## config.mk

```make
export PLATFORM = sky130hd
export DESIGN_NAME = mem_port
export DESIGN_NICKNAME = d
export VERILOG_FILES = /design/src/rtl/mem_port.sv
export SDC_FILE = /design/constraint.sdc
export NUM_CORES = 1
export LEC_CHECK = 0
export BUFFER_PORTS_ARGS = -buffer_cell sky130_fd_sc_hd__buf_2
export CAP_MARGIN = 15
export CORE_MARGIN = 2
export CORE_UTILIZATION = 30
export CTS_BUF_LIST = sky130_fd_sc_hd__clkbuf_4
export CTS_CLUSTER_SIZE = 20
export DETAILED_ROUTE_END_ITERATION = 8
export SETUP_SLACK_MARGIN = 0.3
export SLEW_MARGIN = 20
export SYNTH_ARGS = -nofsm -noshare
export SYNTH_HDL_FRONTEND = slang
export SYNTH_SLANG_ARGS = --single-unit
```

## constraint.sdc

```tcl
create_clock -name clk -period 1.5 [get_ports clk]
set_input_delay 0.3 -clock clk [delete_from_list [all_inputs] [get_ports clk]]
set_output_delay 0.3 -clock clk [all_outputs]
set_load 0.1 [all_outputs]
```

## src/rtl/mem_port.sv

```systemverilog
// mem_port: turns controller read pulses and write levels into timed single-port RAM accesses.
// Define MEM_PORT_LAST_READ_EN to add a one-entry last-read buffer that answers repeated reads without touching the RAM.
module mem_port #(
    parameter int RD_WAIT = 2,
    parameter int WR_WAIT = 1
) (
    input  logic        clk,
    input  logic        rst,
    input  logic [14:0] addr,
    input  logic [31:0] fromCPU,
    input  logic        wRAM,
    input  logic        readstart,
    output logic [31:0] toCPU,
    output logic        readrdy,
    output logic        saverdy,
    output logic [14:0] ram_addr,
    output logic [31:0] ram_wdata,
    output logic        ram_we,
    input  logic [31:0] ram_rdata
);

    localparam logic [2:0] S_IDLE    = 3'd0;
    localparam logic [2:0] S_RD_WAIT = 3'd1;
    localparam logic [2:0] S_RD_DONE = 3'd2;
    localparam logic [2:0] S_WR_WAIT = 3'd3;
    localparam logic [2:0] S_WR_DONE = 3'd4;

    localparam logic [3:0] RD_CNT = 4'(RD_WAIT);
    localparam logic [3:0] WR_CNT = 4'(WR_WAIT);

    logic [2:0] state;
    logic [3:0] cnt;
    logic       wr_armed;

`ifdef MEM_PORT_LAST_READ_EN
    logic [14:0] lr_tag;
    logic [31:0] lr_data;
    logic        lr_valid;
    logic        lr_hit;

    assign lr_hit = lr_valid && (addr == lr_tag);
`else
    logic [31:0] lr_data;
    logic        lr_hit;

    assign lr_hit  = 1'b0;
    assign lr_data = '0;
`endif

    always_ff @(posedge clk) begin
        if (rst) begin
            state     <= S_IDLE;
            cnt       <= '0;
            toCPU     <= '0;
            ram_addr  <= '0;
            ram_wdata <= '0;
            ram_we    <= 1'b0;
            wr_armed  <= 1'b1;
`ifdef MEM_PORT_LAST_READ_EN
            lr_tag    <= '0;
            lr_data   <= '0;
            lr_valid  <= 1'b0;
`endif
        end else begin
            case (state)
                S_IDLE: begin
                    // Reads win over a simultaneous write; the write is picked up on the way back to idle.
                    if (readstart) begin
                        if (lr_hit) begin
                            toCPU <= lr_data;
                            state <= S_RD_DONE;
                        end else begin
                            ram_addr <= addr;
                            cnt      <= RD_CNT;
                            state    <= S_RD_WAIT;
                        end
                    end else if (wRAM && wr_armed) begin
                        ram_addr  <= addr;
                        ram_wdata <= fromCPU;
                        ram_we    <= 1'b1;
                        cnt       <= WR_CNT;
                        state     <= S_WR_WAIT;
`ifdef MEM_PORT_LAST_READ_EN
                        if (addr == lr_tag) begin
                            lr_valid <= 1'b0;
                        end
`endif
                    end
                end
                S_RD_WAIT: begin
                    cnt <= cnt - 4'd1;
                    if (cnt == 4'd1) begin
                        toCPU <= ram_rdata;
                        state <= S_RD_DONE;
`ifdef MEM_PORT_LAST_READ_EN
                        lr_tag   <= ram_addr;
                        lr_data  <= ram_rdata;
                        lr_valid <= 1'b1;
`endif
                    end
                end
                S_RD_DONE: begin
                    state <= S_IDLE;
                end
                S_WR_WAIT: begin
                    cnt <= cnt - 4'd1;
                    if (cnt == 4'd1) begin
                        ram_we <= 1'b0;
                        state  <= S_WR_DONE;
                    end
                end
                S_WR_DONE: begin
                    wr_armed <= 1'b0;
                    state    <= S_IDLE;
                end
                default: begin
                    state <= S_IDLE;
                end
            endcase
            // A low wRAM re-arms in every state, so each high period yields exactly one write.
            if (!wRAM) begin
                wr_armed <= 1'b1;
            end
        end
    end

    assign readrdy = (state == S_RD_DONE);
    assign saverdy = (state == S_WR_DONE);

endmodule

```

After elaboration in Yosys (flattened, before gate mapping)
Cells that the tools add are included.
- bits in registers: 88
- bits in latches: 0
- bits in writable memories: 0
- bits in read-only memories: 0
- logic and storage cells: 47
- memories: 0
- add/subtract/negate cells: 1
- multipliers: 0
- div/mod/pow operators: 0
- $lt $le $gt $ge: 0
- equal/unequal tests: 10
- shift operators: 0
- multiplexer cells: 14
- bitwise gates (word level): 2
- reductions and logical operators: 13
- operators with widths (operator ; number):
    15-bit 2-to-1 mux ; 2
    3-bit 2-to-1 mux ; 4
    3-bit case mux with 3 select lines ; 1
    4-bit 2-to-1 mux ; 2
    2-bit != test, second input constant ; 4
    4-bit case mux with 2 select lines ; 1
    3-bit by 2-bit == test with 1-bit output, second input constant ; 2
    2-bit AND reduction ; 3
    3-bit AND reduction ; 2
    2-bit nonzero test ; 3
    4-bit by 1-bit == test with 1-bit output, second input constant ; 1
    4-bit AND reduction ; 1
    2-bit OR reduction ; 2
    4-bit by 1-bit subtractor with 4-bit output, second input constant ; 1
    3-bit by 1-bit == test with 1-bit output, second input constant ; 1
    3-bit == test, second input constant ; 1
    3-bit logical NOT ; 1
    1-bit 2-to-1 mux ; 3
    3-bit != test, second input constant ; 1
    1-bit inverter ; 2
    1-bit case mux with 2 select lines ; 1
    1-bit logical AND ; 1

Logic depth before layout (Yosys ltp)
- depth in word-level cells: 4
- mapped depth: 6
- gate-level depth less buffers: 5

Least setup slack after synthesis
Ideal clock, no wire load.
- path kind: register to output
- from: register state[1]
- to: output port readrdy
- arrival: 2.655 ns
- data required time: 1.200 ns
- setup slack: -1.455 ns
- cell stages (with the launch flop): 2
- path buffers: 0
- cells stage by stage: dfxtp_1 nor3b_1
- word-level cells in the longest chain between the ends: 1
- ends and longest elaborated chain (item ; line ; text):
    from (decl) ; 31 ; logic [2:0] state;
    from (signal assigned) ; 52 ; state <= S_IDLE;
    from (signal assigned) ; 71 ; state <= S_RD_DONE;
    from (signal assigned) ; 75 ; state <= S_RD_WAIT;
    3-bit by 2-bit == test with 1-bit output ; 127 ; assign readrdy = (state == S_RD_DONE);
    to (decl) ; 14 ; output logic readrdy,
No other way between the ends.

Worst setup path in the final report
- from: register cnt[1]
- to: register toCPU[14]
- word-level cells in the longest chain between the ends: 2
- ends and longest elaborated chain (item ; line ; text):
    from (decl) ; 32 ; logic [3:0] cnt;
    from (signal assigned) ; 91 ; cnt <= cnt - 4'd1;
    from (signal assigned) ; 106 ; cnt <= cnt - 4'd1;
    4-bit by 1-bit == test with 1-bit output ; 92 ; if (cnt == 4'd1) begin
    2-bit AND reduction (no source line) ; - ;
    to (signal assigned) ; 70 ; toCPU <= lr_data;
    to (signal assigned) ; 93 ; toCPU <= ram_rdata;
    to (decl) ; 13 ; output logic [31:0] toCPU,
No other way between the ends.
A chain may end at the register's enable or synchronous reset.

==> impl_results.md <==
- Post-synthesis compound-gate area fraction: 6.40%
- Setup repair after global routing missed its margin: yes
- Mux cell area share after synthesis: between 10% and 20%
- Register area share after synthesis: approximately 44%
- Wire length of the first global-routing pass: 18.2 mm
- Clock buffer count from CTS: 9
- Clk_skew: 0.0142 ns
- HP Start: ram_rdata[3]
- Fin crit share: 112%
- TritonRoute pass-1 iters: 4
- Worst Path Buf+Inv: 3
- Pint: 4.35 mW
- Seq pwr share: 38.5%
- Clock sink total: slightly below 90
- Leading area contributor after synthesis: dfxtp_1
- Pin count of the biggest net entering global routing: 97
- Reg2reg start: cnt[1]
- CP peak stage delay: a little under 0.4 ns
- CP Cell Sequence: inv_2 > ha_4 > or3b_4 > nor3_4 > buf_12 > clkbuf_16 > mux2i_1
- CP Class: reg2reg
- Design Area, Final: 0.00730 mm2
- Type of origin of the critical path: register
- Share of cells above drive strength 1: 59.5%
- Max VDD drop: between 300 and 400 uV
- Root buf cell: clkbuf_4
- Vias/cell: between 4 and 5
- Synth warnings: 0
- Leak pwr: 2.85 nW
- Post-synth top area share: between 40 and 50%
- Ys async rst share: 0%
- Vias: 3,511
- Hold Path Class: in2reg
- Worst path arrival time: 2.06 ns
- Final Hold Fails: 0
- CTS Hold Bufs: 0
- Post-synthesis cell count: 417
- Clk_lat worst skew: approximately 0.45 ns
- Synth Register Bits: 88
- Post-route minimum period: 1.67 ns
- Netlist Area Pre-Place: just over 0.004 mm2
- Routed Wire Length: 11.7 mm
- CTS tree: done
- Routability Congestion: 0.794
- Fin Setup TNS: -5.06 ns
- XOR/XNOR Fraction of Synth Area: 0%
- Simple-gate share of the synthesized area: 28.7%
- Synth area leaders: dfxtp_1 44%, nand2b_1 22%, mux2i_1 16%
- Initial antenna violation count: 0
- Core ar.: ~0.013 mm2
- Max Buffers Root-to-Sink: 2
- Yosys cell types: 37
- DP Area: 0.00525 mm2
- Reg clk slew, reported paths: 0.14 ns
- Hold Path Depth: 3
- Worst R2R Path Depth: 7
- Slew Viols, Final: 0
- Mapped Nets: 502
- Total congestion overflow: 0
- H-tree levels: 3
- Min-Delay Endpoint: toCPU[3]
- Min Hold Slack: 0.0741 ns
- Area delta synth->final: 80.2%
- IO Port Bufs: 164
- FMAX: 597 MHz
- Mean post-synth cell area: 9.71 um2
- # diodes: 0
- Final WS setup: -0.175 ns
- Post-synth EDFFs: 0
- PD cells: 965 mW/mm2
- Adder-cell share of the synthesized area: less than 1%
- Final nets: around 700
- Die Ht: about 120 um
- Required @ worst endpoint: approximately 1.9 ns
- DRC Markers: 0
- Final Setup Violations: between 40 and 50
- Max_slew headroom: 76.9%
- Outcome: complete, but fails checks
- Worst-path fanout max: 8
- Initial Util: 30.7%
- Die X: about 120 um
- Reg2reg setup slack: -0.17 ns
- Net Sw Power: between 2 and 3 mW
- Failing checks: negative setup slack
- Largest family of logic cells by synthesized area: simple AND/OR/NAND/NOR gates
- Die area: ~0.014 mm2
- Switching Share: between 30% and 40%
- Post-DP HPWL: 6.88 mm
- Commonest cells in the netlist: 144 x nand2b_1, 88 x dfxtp_1, 64 x mux2i_1, 21 x clkbuf_1, 17 x nor2b_1
- Main synth FF type: dfxtp_1
- Post-route antenna net violation count: 0
- Measured slew at the worst slew-check pin: 0.346 ns
- Crit path max-delay family: simple AND/OR/NAND/NOR gates
- Wire per inst: 14.8 um
- Comb power frac: 43.0%
- Most common cell in the synthesized netlist: nand2b_1
- Rows: 42
- Clock Power Share: 18.5%
- Max Cap Violations: 0
- Slowest-stage cell, CP: or3b_4
- Ports: 165
- Dpl ws: -0.153 ns
- Gr usage total: roughly 16%
- R2r endpoint: toCPU[14]
- Starting DRT DRC Count: 105
- Vias in the first global route: about 3,800
- Crit path capture type: register
==> through the flow <==
stage | cells | util [%] | power [mW]
floorplan | 417 | - | 4.36
global route | 791 | 55.3 | 7.37
detailed placement | 744 | 39.8 | 4.79
finish | 791 | 55.3 | 7.04
global placement | 744 | 39.8 | 4.76
CTS | 778 | 53.1 | 6.95
==> cell families (layout without fill, tap and decap cells) <==
logic type,Yosys count,after routing
compound gates,44,44
fa+ha+maj,2,2
buf+inv,36,234
flops,88,88
mux,64,64
simple gates,183,183
==> sequential cells by signal, indices dropped and copies added (netlist names) <==
name / count
ram_addr: 15
wr_armed: 1
state: 3
ram_we: 1
cnt: 4
ram_wdata: 32
toCPU: 32
==> power groups by stage <==
stage	logic, mW	clock network, mW	registers (mW)
after floorplan	0.679	0	3.68
after global placement	2.09	0	2.66
after detailed placement	2.12	0	2.67
after CTS	2.86	1.38	2.71
after global routing	3.15	1.49	2.73
final	3.03	1.30	2.71
==> worst reg2reg max path, cell delays in order, from the launching register on <==
cell and delay, ns:
dfxtp_2 0.35, inv_2 0.07, ha_4 0.12, or3b_4 0.39
nor3_4 0.17, buf_12 0.16, clkbuf_16 0.17, mux2i_1 0.19
==> layout make-up <==
class	count	area, um2
multi-input combinational	293	2320
inverter	4	15.0
clock buffer	10	75.1
timing repair buffer	216	2730
fill	1064	5890
clock inverter	4	47.5
sequential	88	1880
tap	176	220
==> placed cells by master (no fill, tap or decap), drive strengths merged, types with 3 or more instances in the layout <==
cell type | synthesis | layout
or3 | 3 | 3
mux2i | 64 | 64
nor2b | 17 | 17
nand2b | 144 | 144
clkbuf | 21 | 13
inv | 4 | 4
o211ai | 3 | 3
o21ai | 31 | 31
dfxtp | 88 | 88
a31oi | 3 | 3
nand2 | 3 | 3
nor2 | 3 | 3
buf | 11 | 213
==> what timing repair did <==
item,4_1_cts,5_1_grt
setup endpoints to repair,167,169
setup buffers,16,9
cloned,4,4
resized for setup,413,28
pin swaps,8,9
==> metal layers <==
metal,GRT usage (%),vias to the layer above,wire (um)
met3,6.13,15,855
met1,18.1,1632,4800
met5,0,-,0
met2,26.8,105,5860
li1,-,1759,-
met4,6.62,0,217
==> how the worst max path moves through the flow <==
stage,slack (ns),end,cells after the start,from
5_1_grt,-0.24,readrdy,3,state[0]
3_5_place_dp,-0.15,toCPU[6],6,cnt[1]
6_report,-0.17,toCPU[14],7,cnt[1]
4_1_cts,-0.20,readrdy,3,state[0]
2_1_floorplan,-0.11,toCPU[0],6,cnt[1]
3_3_place_gp,-0.07,toCPU[25],6,cnt[1]
Power figures use the tool's default switching activity.
